===== src/rtl/stream_mux_pkg.sv =====
// ============================================================================
// stream_mux_pkg : arbitration mode encodings for stream_mux
// Revision 1.0
// ============================================================================
`default_nettype none

package stream_mux_pkg;

  localparam int SEL_EXT = 0;
  localparam int SEL_RR  = 1;

endpackage : stream_mux_pkg

`default_nettype wire


===== src/rtl/stream_mux_rr_arbiter.sv =====
// ============================================================================
// rr_arbiter : round-robin arbiter, search starts one past the last winner
// Revision 1.0
// ============================================================================
`default_nettype none

module rr_arbiter #(
  parameter int NUM_CH = 4,
  parameter int CH_W   = $clog2(NUM_CH)
) (
  input  logic              clk,
  input  logic              rst_n,
  input  logic [NUM_CH-1:0] req,
  input  logic              advance,
  output logic [NUM_CH-1:0] gnt,
  output logic [CH_W-1:0]   gnt_idx
);

  logic [CH_W-1:0] r_last;
  logic            w_found;
  int              w_idx;

  always_comb begin
    gnt     = '0;
    gnt_idx = '0;
    w_found = 1'b0;
    w_idx   = 0;
    for (int k = 1; k <= NUM_CH; k++) begin
      w_idx = (int'(r_last) + k) % NUM_CH;
      if (!w_found && req[w_idx]) begin
        w_found        = 1'b1;
        gnt[w_idx]     = 1'b1;
        gnt_idx        = CH_W'(w_idx);
      end
    end
  end

  // Reset to the top index so channel 0 is searched first.
  always_ff @(posedge clk or negedge rst_n) begin
    if (!rst_n) begin
      r_last <= CH_W'(NUM_CH - 1);
    end else if (advance && w_found) begin
      r_last <= gnt_idx;
    end
  end

endmodule : rr_arbiter

`default_nettype wire


===== src/rtl/stream_mux.sv =====
// ============================================================================
// stream_mux : N-input valid/ready stream multiplexer with registered output
// Revision 1.0
// ============================================================================
`default_nettype none

module stream_mux
  import stream_mux_pkg::*;
#(
  parameter int WIDTH    = 32,
  parameter int NUM_CH   = 4,
  parameter int SEL_MODE = SEL_EXT,
  parameter int CH_W     = $clog2(NUM_CH)
) (
  input  logic              clk,
  input  logic              rst_n,
  input  logic [NUM_CH-1:0] in_valid,
  output logic [NUM_CH-1:0] in_ready,
  input  logic [WIDTH-1:0]  in_data [NUM_CH],
  input  logic [CH_W-1:0]   sel,
  output logic              out_valid,
  input  logic              out_ready,
  output logic [WIDTH-1:0]  out_data,
  output logic [CH_W-1:0]   out_ch
);

  logic [NUM_CH-1:0] w_grant;
  logic [CH_W-1:0]   w_grant_idx;
  logic              w_free;
  logic              w_load;

  assign w_free = !out_valid || out_ready;
  assign w_load = w_free && (|w_grant);

  if (SEL_MODE == SEL_RR) begin : g_rr
    rr_arbiter #(
      .NUM_CH (NUM_CH),
      .CH_W   (CH_W)
    ) u_arb (
      .clk     (clk),
      .rst_n   (rst_n),
      .req     (in_valid),
      .advance (w_free),
      .gnt     (w_grant),
      .gnt_idx (w_grant_idx)
    );
  end else begin : g_ext
    // Compare against every index so an out-of-range sel matches nothing.
    always_comb begin
      w_grant     = '0;
      w_grant_idx = '0;
      for (int i = 0; i < NUM_CH; i++) begin
        if (sel == CH_W'(i)) begin
          w_grant[i]  = in_valid[i];
          w_grant_idx = CH_W'(i);
        end
      end
    end
  end

  // Gated by rst_n so nothing is accepted while reset is held.
  assign in_ready = (rst_n && w_free) ? w_grant : '0;

  always_ff @(posedge clk or negedge rst_n) begin
    if (!rst_n) begin
      out_valid <= 1'b0;
      out_data  <= '0;
      out_ch    <= '0;
    end else if (w_load) begin
      out_valid <= 1'b1;
      out_data  <= in_data[w_grant_idx];
      out_ch    <= w_grant_idx;
    end else if (w_free) begin
      out_valid <= 1'b0;
    end
  end

endmodule : stream_mux

`default_nettype wire


===== config.mk =====
export PLATFORM = sky130hd
export DESIGN_NAME = stream_mux
export DESIGN_NICKNAME = d
export VERILOG_FILES = /design/src/rtl/stream_mux_pkg.sv /design/src/rtl/stream_mux_rr_arbiter.sv /design/src/rtl/stream_mux.sv
export SDC_FILE = /design/constraint.sdc
export NUM_CORES = 1
export LEC_CHECK = 0
export ABC_AREA = 1
export CAP_MARGIN = 20
export CELL_PAD_IN_SITES_DETAIL_PLACEMENT = 1
export CELL_PAD_IN_SITES_GLOBAL_PLACEMENT = 2
export CORE_MARGIN = 3
export CORE_UTILIZATION = 16
export CTS_CLUSTER_SIZE = 16
export DETAILED_ROUTE_END_ITERATION = 8
export GPL_ROUTABILITY_DRIVEN = 0
export HOLD_SLACK_MARGIN = 0.03
export MAX_ROUTING_LAYER = met4
export PLACE_DENSITY = 0.85
export SLEW_MARGIN = 0
export SYNTH_ARGS = -nofsm -noshare
export SYNTH_HDL_FRONTEND = slang
export SYNTH_HIERARCHICAL = 1
export SYNTH_SLANG_ARGS = --single-unit

===== constraint.sdc =====
create_clock -name clk -period 1.63 [get_ports clk]
set_clock_uncertainty 0.1 [all_clocks]
set_input_delay 0.163 -clock clk [delete_from_list [all_inputs] [get_ports clk]]
set_output_delay 0.163 -clock clk [all_outputs]
set_load 0.02 [all_outputs]

* After elaboration in Yosys (flattened, before gate mapping)
Cells that the tools add are included.
Operators by class: bitwise operators 1, equality and inequality tests 3, muxes and demuxes 13, reduce and logical (&&, ||, !) cells 7, order comparisons 1
Operators by type and width (number):
- 32-bit binary-select mux with 2-bit select | 1
- 32-bit 2-to-1 mux | 2
- 1-bit 2-to-1 mux | 7
- 2-bit equality test, second input constant | 2
- 2-bit 2-to-1 mux | 2
- 4-bit 2-to-1 mux | 1
- 4-bit OR reduction | 1
- 3-bit >= comparator, second input constant | 1
- 2-bit NOT with 3-bit output | 1
- 2-bit by 1-bit equality test with 1-bit output, second input constant | 1
- 1-bit logical AND | 2
- 2-bit zero test | 1
- 2-bit nonzero test | 1
- 1-bit zero test | 1
- 1-bit logical OR | 1
Storage, ports and cells: word-level logic and storage cells 28, flip-flop bits (word level) 35, bits of input ports 137, output and inout bits 39

* Depth between registers and ports, before layout
Gate-level depths: netlist of run 1.
depth after elaboration 8, depth in mapped cells 9

* Worst setup path after synthesis of run 1
Ideal clock, no wire load.
path kind register -> output, from reg out_valid, to out in_ready[0], stages on the path, launching flop included 4, path buffers 0, arrival time 1.153 ns, path slack 0.214 ns, cell sequence dfrtp_1 -> nand2_1 -> nand2_1 -> nor2_1
Between the ends: longest elaborated chain between the ends 4
Ends and longest elaborated chain:
- from (decl) | line stream_mux.sv:21 | output logic out_valid,
- from (signal assigned) | line stream_mux.sv:66 | out_valid <= 1'b0;
- from (signal assigned) | line stream_mux.sv:70 | out_valid <= 1'b1;
- from (signal assigned) | line stream_mux.sv:74 | out_valid <= 1'b0;
- 1-bit zero test | line stream_mux.sv:32 | assign w_free = !out_valid || out_ready;
- 1-bit logical OR | line stream_mux.sv:32
- 1-bit logical AND | line stream_mux.sv:62 | assign in_ready = (rst_n && w_free) ? w_grant : '0;
- 4-bit 2-to-1 mux | line stream_mux.sv:62
- to (decl) | line stream_mux.sv:18 | output logic [NUM_CH-1:0] in_ready,
No other way between the ends.

* Final worst setup path of run 1
from reg out_data[19], to out out_data[19]
RTL lines:
- from (decl) | line stream_mux.sv:23 | output logic [WIDTH-1:0] out_data,
- from (signal assigned) | line stream_mux.sv:71 | out_data <= in_data[w_grant_idx];
No word-level cell between the ends.

==> results of run 1 <==
synth_stat cells:
| master | count |
|---|---|
| nand2_1 | 360 |
| nand3_1 | 38 |
| dfrtp_1 | 35 |
| buf_2 | 12 |
| clkbuf_1 | 8 |
| buf_4 | 5 |
| nor2_1 | 4 |
| buf_6 | 3 |
| inv_1 | 3 |
| buf_1 | 2 |
| inv_2 | 2 |
| nand2_2 | 1 |
| nand2_4 | 1 |
| o21ai_4 | 1 |
sequential cells by signal, summed over array words and instances (netlist names):
name / cells
out_data: 32
out_ch: 2
out_valid: 1
power by group:
part	leakage [nW]	internal, mW	switching [mW]
Clock	0.0679	0.564	0.337
Combinational	1.97	0.860	0.865
Sequential	0.440	1.07	0.107
Total	2.48	2.49	1.31
repair_timing:
item / 4_1_cts / 5_1_grt
setup buffers: 0 / 0
endpoints found under the setup margin: 4 / 18
hold endpoints to repair: 35 / 0
gates resized for setup: 5 / 8
hold buffers: 1 / 0
final cells by class:
type	instances	area (µm²)
timing repair buffer	193	1910
clock inverter	1	5.00
sequential	35	876
inverter	5	18.8
clock buffer	7	133
multi-input combinational	405	1590
tap	216	270
fill	1981	11300
layer usage:
layer	global-route usage (%)	wire length, µm	vias up
met5	-	0	-
met4	2.21	57	0
met1	15.3	5050	1614
li1	-	-	1775
met3	1.97	432	2
met2	23.5	6000	87
logic make-up (layout without fill, tap and decap cells):
family / Yosys count / count (layout) / synth area share [%]
flip-flops: 35 / 35 / 33.0
AND/OR/NAND/NOR: 404 / 404 / 59.3
AO/OA/AOI/OAI: 1 / 1 / 0.613
buffers and inverters: 35 / 206 / 7.07
worst min path at each step:
| stage | end | cells past startpoint | start | slack, ns |
|---|---|---|---|---|
| after floorplan | out_ch[0]$_DFFE_PN0P_ | 0 | rst_n | -0.23 |
| after global placement | out_data[12]$_DFFE_PN0P_ | 2 | rst_n | 0.18 |
| after detailed placement | out_data[14]$_DFFE_PN0P_ | 2 | rst_n | 0.18 |
| after CTS | out_ch[1]$_DFFE_PN0P_ | 4 | sel[1] | 0.34 |
| after global routing | out_data[15]$_DFFE_PN0P_ | 2 | out_data[15]$_DFFE_PN0P_ | 0.39 |
| final | out_ch[1]$_DFFE_PN0P_ | 4 | sel[1] | 0.34 |
==> out/metrics.cfg, run 1 <==
[die]
initial_utilization_pct=16.5
die_area_mm2=0.0182
rows=46
die_x_um=135
core_area_mm2=0.0161
die_h_um=135
ioPinCount=176

[sta]
tns_ns=0
fmax_ghz=0.642
maxSlewViolCount=0
rsz0062_at_grt=no
worstMarginPinSlew_ns=0.515
period_needed_ns=1.56
setup_ws_ns=0.0718
hold_ws_ns=0.342
setup_viol=0
period_share_pct=95.6
hold_viol=0
slew_headroom_pct=65.7

[clocking]
clock_latency_ns=0.27
cts_max_level=2
clk_pin_slew_ns=0.05
cts_inserted_buffers=5
clockRootBuffer=clkbuf_16
clockBufferDepth=2
cts_sinks=35
cts_tree=built

[synth]
synthTopCellsByArea=nand2_1 51%, dfrtp_1 33%, nand3_1 7.2%
synthDistinctLibCells=14
synthesis.area_mm2=0.00265
syn-num-nets=612
synth_seq_cells=35
yosys.area.top_type_share_pct=50.9
ys_seq_area_share_pct=33.0
syn_avg_cell_area_um2=5.59
yosys_warnings=6
yosys.area.top_type=nand2_1
synthCells=475

[placement]
portBuffers=175
dp_hpwl_mm=9.29
placed_area_mm2=0.00467
pre_cts_ws_ns=-0.255
dp_cells=853

[critical_path]
regToRegEndpoint=out_data[17]$_DFFE_PN0P_
cp_top_family=buffers and inverters
reg2reg_depth=6
startpoint_type=flip-flop
end_kind=primary output
crit_cells=1
crit-reg2reg-launch=out_valid$_DFFE_PN0P_
crit_arrival_ns=1.30
crit_chain=clkdlybuf4s50_1
path_buf_inv=1
cp_slowest_cell=clkdlybuf4s50_1
required_ns=1.37
cp-startpoint=out_data[19]$_DFFE_PN0P_
crit_path_max_incr_delay_ns=0.67
rrSetupSlack_ns=0.19
critPathMaxFanout=2
worstSetupPathType=reg2out
endpoint=out_data[19]

[grt]
grt_pass1_vias=3847
grt_pass1_wl_mm=19.0
overflow=0
antenna_found_initial=0
grt_max_degree=50
track_usage_pct=12.9

[final_layout]
postLayoutCoreUtil_pct=29.9
layout-drive-gt1-share_pct=5.57
layout.cells.non_filler=862
area_delta_synth_final_pct=81.0
nNetsFinal=782
mostFrequentLayoutCells=359 x nand2_1, 168 x clkdlybuf4s50_1, 38 x nand3_1
diodes=0
design_area_mm2=0.00480
layout_commonest_cell=nand2_1

[detailed_routing]
ant_nets=0
drt_iter0_drc=82
dr.pass1.iters=4
wirelength_mm=11.5
vias=3478
remaining_drc_errors=0
via_per_inst=4.03
wl_per_cell_um=13.4

[power]
fin_total_pwr_mw=3.80
vdd_drop_max_mv=0.281
leakage_nw=2.48
power_density_mw_per_mm2=791

[worst_hold_path]
hp-class=in2reg

[status]
status=complete, no violations

[flow_run]
maxCapViolCount=0

Power figures use the tool's default switching activity.
==> run 2, diff against run 1 <==
GPL_ROUTABILITY_DRIVEN = not set   (was 0)
HOLD_SLACK_MARGIN = not set   (was 0.03)
==> results of run 2 <==
Final layout, timing and power as in run 1 (identical DEF).
